==> config.mk <==
export PLATFORM = sky130hd
export DESIGN_NAME = gpu_vga_scanout
export DESIGN_NICKNAME = d
export VERILOG_FILES = /design/src/rtl/gpu_vga_pkg.sv /design/src/rtl/gpu_vga_timing.sv /design/src/rtl/gpu_vga_scanout.sv
export SDC_FILE = /design/constraint.sdc
export NUM_CORES = 1
export LEC_CHECK = 0
export BUFFER_PORTS_ARGS = -buffer_cell sky130_fd_sc_hd__buf_2
export CORE_MARGIN = 4
export CORE_UTILIZATION = 51
export DETAILED_ROUTE_END_ITERATION = 10
export HOLD_SLACK_MARGIN = 0.05
export PLACE_DENSITY = 0.74
export SLEW_MARGIN = 25
export SYNTH_ARGS = -nofsm -noshare
export SYNTH_HDL_FRONTEND = slang
export SYNTH_SLANG_ARGS = --single-unit
==> constraint.sdc <==
create_clock -name clk -period 2.2 [get_ports clk]
set_clock_uncertainty 0.1 [all_clocks]
set_input_delay 0.55 -clock clk [delete_from_list [all_inputs] [get_ports clk]]
set_output_delay 0.55 -clock clk [all_outputs]
set_load 0.005 [all_outputs]
==> src/rtl/gpu_vga_pkg.sv <==
`default_nettype none
// ============================================================================
// Module   : gpu_vga_pkg
// Brief    : 640x480@60 VGA timing constants and 320x200 image placement
//            shared by the scanout pipeline and its timing generator.
// Revision : 1.0 - initial release
// ============================================================================
package gpu_vga_pkg;

    localparam int C_CNT_W = 10;

    // Horizontal timing, in pixel clocks
    localparam logic [C_CNT_W-1:0] C_H_VISIBLE     = 10'd640;
    localparam logic [C_CNT_W-1:0] C_H_FRONT_PORCH = 10'd16;
    localparam logic [C_CNT_W-1:0] C_H_SYNC_WIDTH  = 10'd96;
    localparam logic [C_CNT_W-1:0] C_H_BACK_PORCH  = 10'd48;
    localparam logic [C_CNT_W-1:0] C_H_TOTAL       = C_H_VISIBLE + C_H_FRONT_PORCH
                                                   + C_H_SYNC_WIDTH + C_H_BACK_PORCH;
    localparam logic [C_CNT_W-1:0] C_H_LAST        = C_H_TOTAL - 10'd1;
    localparam logic [C_CNT_W-1:0] C_H_SYNC_START  = C_H_VISIBLE + C_H_FRONT_PORCH;
    localparam logic [C_CNT_W-1:0] C_H_SYNC_END    = C_H_SYNC_START + C_H_SYNC_WIDTH;

    // Vertical timing, in lines
    localparam logic [C_CNT_W-1:0] C_V_VISIBLE     = 10'd480;
    localparam logic [C_CNT_W-1:0] C_V_FRONT_PORCH = 10'd10;
    localparam logic [C_CNT_W-1:0] C_V_SYNC_WIDTH  = 10'd2;
    localparam logic [C_CNT_W-1:0] C_V_BACK_PORCH  = 10'd33;
    localparam logic [C_CNT_W-1:0] C_V_TOTAL       = C_V_VISIBLE + C_V_FRONT_PORCH
                                                   + C_V_SYNC_WIDTH + C_V_BACK_PORCH;
    localparam logic [C_CNT_W-1:0] C_V_LAST        = C_V_TOTAL - 10'd1;
    localparam logic [C_CNT_W-1:0] C_V_SYNC_START  = C_V_VISIBLE + C_V_FRONT_PORCH;
    localparam logic [C_CNT_W-1:0] C_V_SYNC_END    = C_V_SYNC_START + C_V_SYNC_WIDTH;

    // 320x200 framebuffer shown pixel-doubled, centred vertically in 480 lines
    localparam logic [C_CNT_W-1:0] C_IMG_WIDTH     = 10'd320;
    localparam logic [C_CNT_W-1:0] C_IMG_HEIGHT    = 10'd200;
    localparam logic [C_CNT_W-1:0] C_IMG_V_OFFSET  = 10'd40;
    localparam logic [C_CNT_W-1:0] C_IMG_H_END     = C_IMG_WIDTH * 10'd2;
    localparam logic [C_CNT_W-1:0] C_IMG_V_END     = C_IMG_V_OFFSET + C_IMG_HEIGHT * 10'd2;

    // Per-pixel attributes carried alongside the framebuffer read.
    // Sync flags are stored as "sync active" so a cleared pipeline means idle.
    typedef struct packed {
        logic image;
        logic visible;
        logic line_visible;
        logic hsync_active;
        logic vsync_active;
        logic frame_origin;
    } scan_flags_t;

endpackage
`default_nettype wire

==> src/rtl/gpu_vga_timing.sv <==
`default_nettype none
// ============================================================================
// Module   : gpu_vga_timing
// Brief    : Horizontal/vertical raster counters and raw (undelayed) visible
//            and sync flags decoded from them.
// Revision : 1.0 - initial release
// ============================================================================
module gpu_vga_timing
    import gpu_vga_pkg::*;
(
    input  logic               clk,
    input  logic               rst,
    output logic [C_CNT_W-1:0] h_cnt,
    output logic [C_CNT_W-1:0] v_cnt,
    output logic               visible,
    output logic               line_visible,
    output logic               hsync_active,
    output logic               vsync_active,
    output logic               frame_origin
);

    logic [C_CNT_W-1:0] r_h_cnt;
    logic [C_CNT_W-1:0] r_v_cnt;

    // Raster scan: h wraps every line, v advances on each h wrap
    always_ff @(posedge clk or posedge rst) begin
        if (rst) begin
            r_h_cnt <= '0;
            r_v_cnt <= '0;
        end else if (r_h_cnt == C_H_LAST) begin
            r_h_cnt <= '0;
            if (r_v_cnt == C_V_LAST) begin
                r_v_cnt <= '0;
            end else begin
                r_v_cnt <= r_v_cnt + 10'd1;
            end
        end else begin
            r_h_cnt <= r_h_cnt + 10'd1;
        end
    end

    // Decode the raw region flags for the current counter position
    always_comb begin
        line_visible = (r_v_cnt < C_V_VISIBLE);
        visible      = (r_h_cnt < C_H_VISIBLE) && line_visible;
        hsync_active = (r_h_cnt >= C_H_SYNC_START) && (r_h_cnt < C_H_SYNC_END);
        vsync_active = (r_v_cnt >= C_V_SYNC_START) && (r_v_cnt < C_V_SYNC_END);
        frame_origin = (r_h_cnt == '0) && (r_v_cnt == '0);
    end

    assign h_cnt = r_h_cnt;
    assign v_cnt = r_v_cnt;

endmodule
`default_nettype wire

==> src/rtl/gpu_vga_scanout.sv <==
`default_nettype none
// ============================================================================
// Module   : gpu_vga_scanout
// Brief    : Scans a 1bpp 320x200 framebuffer out as 640x480 VGA, pixel
//            doubled and vertically centred, through a two-stage pipeline
//            (address -> RAM data / delayed flags -> registered video).
// Revision : 1.0 - initial release
// ============================================================================
module gpu_vga_scanout
    import gpu_vga_pkg::*;
#(
    parameter logic [7:0] FG_COLOR = 8'hFF,
    parameter logic [7:0] BG_COLOR = 8'h00
) (
    input  logic       clk,
    input  logic       rst,
    output logic [8:0] x1,
    output logic [7:0] y1,
    output logic       enable_read1,
    input  logic       read_value1,
    output logic [2:0] vga_r,
    output logic [2:0] vga_g,
    output logic [1:0] vga_b,
    output logic       vga_hsync,
    output logic       vga_vsync,
    output logic       vblank,
    output logic       frame_start
);

    logic [C_CNT_W-1:0] w_h_cnt;
    logic [C_CNT_W-1:0] w_v_cnt;
    logic               w_visible;
    logic               w_line_visible;
    logic               w_hsync_active;
    logic               w_vsync_active;
    logic               w_frame_origin;
    logic               w_image;
    logic [C_CNT_W-1:0] w_v_rel;
    logic               w_unused_bits;
    scan_flags_t        r_s1;
    logic [7:0]         w_pixel;
    logic [7:0]         r_rgb;
    logic               r_hsync;
    logic               r_vsync;
    logic               r_vblank;
    logic               r_frame_start;

    gpu_vga_timing u_timing (
        .clk          (clk),
        .rst          (rst),
        .h_cnt        (w_h_cnt),
        .v_cnt        (w_v_cnt),
        .visible      (w_visible),
        .line_visible (w_line_visible),
        .hsync_active (w_hsync_active),
        .vsync_active (w_vsync_active),
        .frame_origin (w_frame_origin)
    );

    assign w_image = (w_h_cnt < C_IMG_H_END)
                  && (w_v_cnt >= C_IMG_V_OFFSET)
                  && (w_v_cnt < C_IMG_V_END);
    assign w_v_rel = w_v_cnt - C_IMG_V_OFFSET;

    // Framebuffer address: halve both axes inside the image, park at 0 outside
    always_comb begin
        x1           = '0;
        y1           = '0;
        enable_read1 = 1'b0;
        if (w_image) begin
            x1           = w_h_cnt[9:1];
            y1           = w_v_rel[8:1];
            enable_read1 = 1'b1;
        end
    end

    // Halving drops the LSBs; the MSB of the row offset is always 0 in-image
    assign w_unused_bits = ^{w_h_cnt[0], w_v_rel[0], w_v_rel[9]};

    // Stage 1: hold the region flags for the cycle the RAM data is valid
    always_ff @(posedge clk or posedge rst) begin
        if (rst) begin
            r_s1 <= '0;
        end else begin
            r_s1.image        <= w_image;
            r_s1.visible      <= w_visible;
            r_s1.line_visible <= w_line_visible;
            r_s1.hsync_active <= w_hsync_active;
            r_s1.vsync_active <= w_vsync_active;
            r_s1.frame_origin <= w_frame_origin;
        end
    end

    // Colour select; RAM data is only trusted inside the image region
    always_comb begin
        w_pixel = 8'h00;
        if (r_s1.image) begin
            w_pixel = read_value1 ? FG_COLOR : BG_COLOR;
        end else if (r_s1.visible) begin
            w_pixel = BG_COLOR;
        end
    end

    // Stage 2: register every video output
    always_ff @(posedge clk or posedge rst) begin
        if (rst) begin
            r_rgb         <= 8'h00;
            r_hsync       <= 1'b1;
            r_vsync       <= 1'b1;
            r_vblank      <= 1'b1;
            r_frame_start <= 1'b0;
        end else begin
            r_rgb         <= w_pixel;
            r_hsync       <= ~r_s1.hsync_active;
            r_vsync       <= ~r_s1.vsync_active;
            r_vblank      <= ~r_s1.line_visible;
            r_frame_start <= r_s1.frame_origin;
        end
    end

    assign vga_r       = r_rgb[7:5];
    assign vga_g       = r_rgb[4:2];
    assign vga_b       = r_rgb[1:0];
    assign vga_hsync   = r_hsync;
    assign vga_vsync   = r_vsync;
    assign vblank      = r_vblank;
    assign frame_start = r_frame_start;

endmodule
`default_nettype wire
# Word-level counts from Yosys, hierarchy flattened
# Index checks and enable logic that the tools add are counted.
[word_totals] n_memories=0 mem_bits_ro=0 latchBits=0 ramBits=0 reg_bits=37 output_inout_bits=30 inputBits=3 elab_cells=42
[classes] bitwise_logic=3 shifts=0 n_addsub=3 reduce_logical=7 mux=7 n_div=0 n_eq_ne=2 n_mul=0 magnitude_cmp=8
[op_table] operator="less-than comparator 10 x 9 -> 1 bit (second input constant)" count=3
[op_table] operator="two-way mux 8 bit" count=3
[op_table] operator="adder 10 x 1 -> 10 bit (second input constant)" count=2
[op_table] operator="== test 10 bit (second input constant)" count=2
[op_table] operator="zero test 10 bit" count=2
[op_table] operator="less-than comparator 10 bit (second input constant)" count=2
[op_table] operator="two-way mux 10 bit" count=2
[op_table] operator=">= comparator 10 bit (second input constant)" count=1
[op_table] operator=">= comparator 10 x 6 -> 1 bit (second input constant)" count=1
[op_table] operator=">= comparator 10 x 9 -> 1 bit (second input constant)" count=1
[op_table] operator="two-way mux 9 bit" count=1
[op_table] operator="subtractor 9 x 6 -> 9 bit (second input constant)" count=1
[op_table] operator="logical AND 1 bit" count=5
[op_table] operator="NOT 1 bit" count=3
[op_table] operator="two-way mux 1 bit" count=1

# Depth between registers and ports, before layout
[logic_depth] word_depth=4 depth_mapped=7 mapped_depth_nobuf=6

# Modules after synthesis
# A second synthesis with hierarchy kept.
[unflattened] hier_cells=174 area_unflattened_um2=1770.4
[by_module_without_submodules] module="gpu_vga_timing" area_per_inst_um2=1097.3 seq_area_each_um2=500.5 cells_each=113 n_inst=1
[by_module_without_submodules] module="gpu_vga_scanout" area_per_inst_um2=673.1 seq_area_each_um2=254.0 cells_each=61 n_inst=1

# Worst setup path before layout
# OpenSTA, ideal clock, no wires.
[synth_path] path_type="register to output" from="register u_timing.r_v_cnt[3] (netlist: u_timing.v_cnt[3])" to="output port x1[1]" path_stages_with_launch=7 t_required_ns=1.550 n_path_buf=1 setup_slack_ns=0.108 t_arrival_ns=1.442 cell_sequence="dfrtp_1 > clkbuf_1 > o21ai_1 > nand2_1 > o211ai_2 > inv_2 > and2_2"
[synth_between] elab_chain_cells=4 elab_cells_between_ends=5 classes_between="order compare (2); mux (1); reduce/logical (2)"
[synth_rtl] element="from (decl)" line="gpu_vga_timing.sv:23" text="logic [C_CNT_W-1:0] r_v_cnt;"
[synth_rtl] element="from (signal assigned)" line="gpu_vga_timing.sv:35" text="r_v_cnt <= r_v_cnt + 10'd1;"
[synth_rtl] element=">= comparator 10 x 6 -> 1 bit" line="gpu_vga_scanout.sv:61" text="&& (w_v_cnt >= C_IMG_V_OFFSET)"
[synth_rtl] element="logical AND 1 bit" line="gpu_vga_scanout.sv:61"
[synth_rtl] element="logical AND 1 bit (*)" line="gpu_vga_scanout.sv:62" text="&& (w_v_cnt < C_IMG_V_END);"
[synth_rtl] element="two-way mux 9 bit (*)" line="gpu_vga_scanout.sv:70" text="if (w_image) begin"
[synth_rtl] element="to (decl)" line="gpu_vga_scanout.sv:17" text="output logic [8:0] x1,"
# Every way passes the cells marked *; elsewhere a longest branch is shown, timed or not.

# Final worst setup path
[layout_path] from="register u_timing.r_v_cnt[6] (netlist: u_timing.v_cnt[6])" to="output port y1[1]"
[layout_between] elab_chain_cells=4 elab_cells_between_ends=5 classes_between="order compare (2); mux (1); reduce/logical (2)"
[layout_rtl] element=">= comparator 10 x 6 -> 1 bit" line="gpu_vga_scanout.sv:61"
[layout_rtl] element="logical AND 1 bit" line="gpu_vga_scanout.sv:61"
[layout_rtl] element="logical AND 1 bit (*)" line="gpu_vga_scanout.sv:62"
[layout_rtl] element="two-way mux 8 bit (*)" line="gpu_vga_scanout.sv:70"
[layout_rtl] element="to (decl)" line="gpu_vga_scanout.sv:18" text="output logic [7:0] y1,"
# Marked as above.

==> out/metrics.yaml <==
finish:
  seqCellArea_um2: 758
  multi_input_area_um2: 803
  layout_commonest_cell: "buf_2"
  nets: 234
  n_antenna_cell: 0
  drive_gt1_share_pct: 35.6
  fillers: 242
  final_cell_mix: "buf_2, dfrtp_1, buf_4"
  stdcell_area_um2: 2070
  syn_to_final_growth_pct: 20.9
sta:
  hold_slack_ps: 177
  finalSetupViolations: 17
  slew_viol_final: 0
  final_hold_viol_count: 0
  fin_crit_sh_pct: 106
  finalSetupTns_ps: -1870
  fmax_mhz: 429
  worstMarginPinSlew_ps: 513
  fin_crit_ps: 2330
  relSlewSlack_pct: 65.4
  rsz0062_at_grt: "yes"
  final.setup.worst_slack_ps: -131
logic_synthesis:
  synthFlopType: "dfrtp_1"
  syn_area_per_cell_um2: 9.42
  post_synth_inst_count: 182
  yosysWarnings: 0
  synth_seq_cells: 30
  ys_types: 45
  syn-num-nets: 192
  seq_area_frac_synth_pct: 44.0
  synth_edf_count: 0
  async_reset_ff_share_pct: 100
  netlist_area_um2: 1710
hold_path:
  min-delay-path-class: "primary input to asynchronous set/reset pin"
job:
  maxCapViolations: 0
routing:
  wl_per_cell_um: 13.5
  ant_nets: 0
  drtIter0Drc: 44
  met2_length_mm: 1.79
  drc_errors: 0
  met1_length_mm: 1.58
  vias_per_cell: 5.24
  routed_wirelength_mm: 3.64
  wl_met3_um: 253
  dr_total_vias: 1409
  drtPass1Iterations: 4
  maxUsedRoutingLayer: "met4"
placement:
  place.gp.congestion: 0.887
  pre_cts_ws_ps: 133
  io_buffers: 32
  dpl-instance-area_um2: 1900
  hpwl_mm: 2.52
clocking:
  cts_made_buffers: 5
  cts_tree: "built"
  clock_latency_ps: 330
  numClockSinks: 30
  htree_levels: 2
  cts_buffer_depth: 2
  holdBufCountCts: 0
  cts_root_buf: "clkbuf_4"
  clk_pin_slew_ps: 100
global_route:
  antenna_found_initial: 0
  grt_max_degree: 31
  grt_overflow_total: 0
  grt_pass1_wl_mm: 6.18
  first_global_vias: 1363
  track_usage_pct: 18.5
power_and_ir_drop:
  power_density_nw_per_um2: 470
  fin_total_pwr_w: 0.000973
  p_leak_nw: 1.06
  ir_drop_mv: 0.301
floorplan:
  die_h_um: 66.0
  start_util_pct: 54.8
  fp-row-count: 20
  fp.dieArea_um2: 4350
  io_pins: 33
  coreArea_um2: 3130
  fp.dieW_um: 66.0
worst_setup_path:
  critPathLaunchType: "register"
  worstSetupPathType: "register to primary output"
  crit_fanout: 11
  crit_chain: "nand4b_1 -> o211a_1 -> o211ai_2 -> inv_2 -> and2_1 -> buf_2"
  critPathSlowestCell: "dfrtp_1"
  cp_slowest_stage_delay_ps: 420
  endpoint_kind: "primary output"
  critPathArrivalTime_ps: 1680
  crit_required_ps: 1550
run_status:
  violations: "setup timing"
  status: "finished with violations"
[final timing paths]
| kind | start | slack [ps] | to | cells after the start |
|---|---|---|---|---|
| setup / recovery | u_timing.v_cnt[6] | -130 | y1[1] | 6 |
| hold / removal | rst | 180 | u_timing.v_cnt[9] | 3 |
| setup reg to reg | u_timing.v_cnt[1] | 250 | u_timing.v_cnt[3] | 6 |
| hold reg to reg | r_s1[3] | 250 | vblank | 1 |
| max in group asynchronous | rst | 1500 | vga_hsync | 3 |
| min in group clk | r_s1[3] | 250 | vblank | 1 |
[routing by layer]
| metal | up-vias | track usage (%) |
|---|---|---|
| met5 | - | 0 |
| met4 | 0 | 4.82 |
| met3 | 4 | 6.29 |
| met2 | 53 | 31.0 |
| met1 | 667 | 22.8 |
| li1 | 685 | - |
[power breakdown]
group          leakage, nW  internal [W]  switching (W)
registers            0.384      0.000551              0
clock network       0.0446      0.000218       0.000190
logic                0.630    0.00000255      0.0000108
total                 1.06      0.000772       0.000201
[area by class of cell]
type	count	area share, %
multi-input cells	120	38.8
repair buffers	52	15.5
well taps	44	2.66
inverters	15	2.72
flip-flops and latches	30	36.6
clock buffers	8	3.80
[kinds of logic (layout without fill, tap and decap cells)]
| logic type | count (synthesis) | count (layout) | synth area share, % |
|---|---|---|---|
| compound gates | 25 | 25 | 8.69 |
| xor+xnor | 12 | 12 | 6.13 |
| fa+ha+maj | 7 | 7 | 5.11 |
| flops | 30 | 30 | 44.0 |
| simple gates | 76 | 76 | 26.3 |
| buf+inv | 32 | 75 | 9.78 |
[flip-flops by register name, summed over array words and instances, names as in the netlist]
signal          cells
frame_start         1
vblank              1
u_timing.h_cnt     10
vga_hsync           1
r_s1                5
u_timing.v_cnt     10
r_rgb               1
vga_vsync           1
[what timing repair did]
action / CTS / global route
setup buffers: 7 / 3
resized for setup: 9 / 2
setup endpoints to repair: 18 / 18
cloned: 0 / 0
pin swaps: 4 / 1
[through the flow]
step | util (%) | instances
global route | 66.2 | 269
CTS | 65.6 | 267
detailed placement | 60.8 | 252
floorplan | - | 182
finish | 66.2 | 269
global placement | 60.8 | 252
[synthesized netlist by cell type, types with 2 or more instances]
cell type / n / share of area (%)
or3_1: 2 / 0.73
nand2_1: 12 / 2.6
inv_1: 14 / 3.1
nand4_1: 2 / 0.73
a31oi_1: 3 / 1.1
clkbuf_1: 2 / 0.44
nor2_1: 14 / 3.1
nand3_1: 12 / 3.5
nor3_1: 6 / 1.8
xnor2_1: 6 / 3.1
buf_4: 9 / 3.9
buf_2: 4 / 1.2
dfrtp_1: 27 / 39
o21ai_0: 11 / 3.2
xor2_1: 6 / 3.1
and2_1: 11 / 4.0
ha_1: 7 / 5.1
a21oi_1: 5 / 1.5
dfstp_2: 3 / 4.6
[worst max-delay path, delay by kind of cell, from the launching register on]
kind	cells	cell delay, ps
flip-flops	1	420
AO/OA/AOI/OAI	2	350
buffers and inverters	2	230
AND/OR/NAND/NOR	2	350
(Power assumes the default switching activity.)
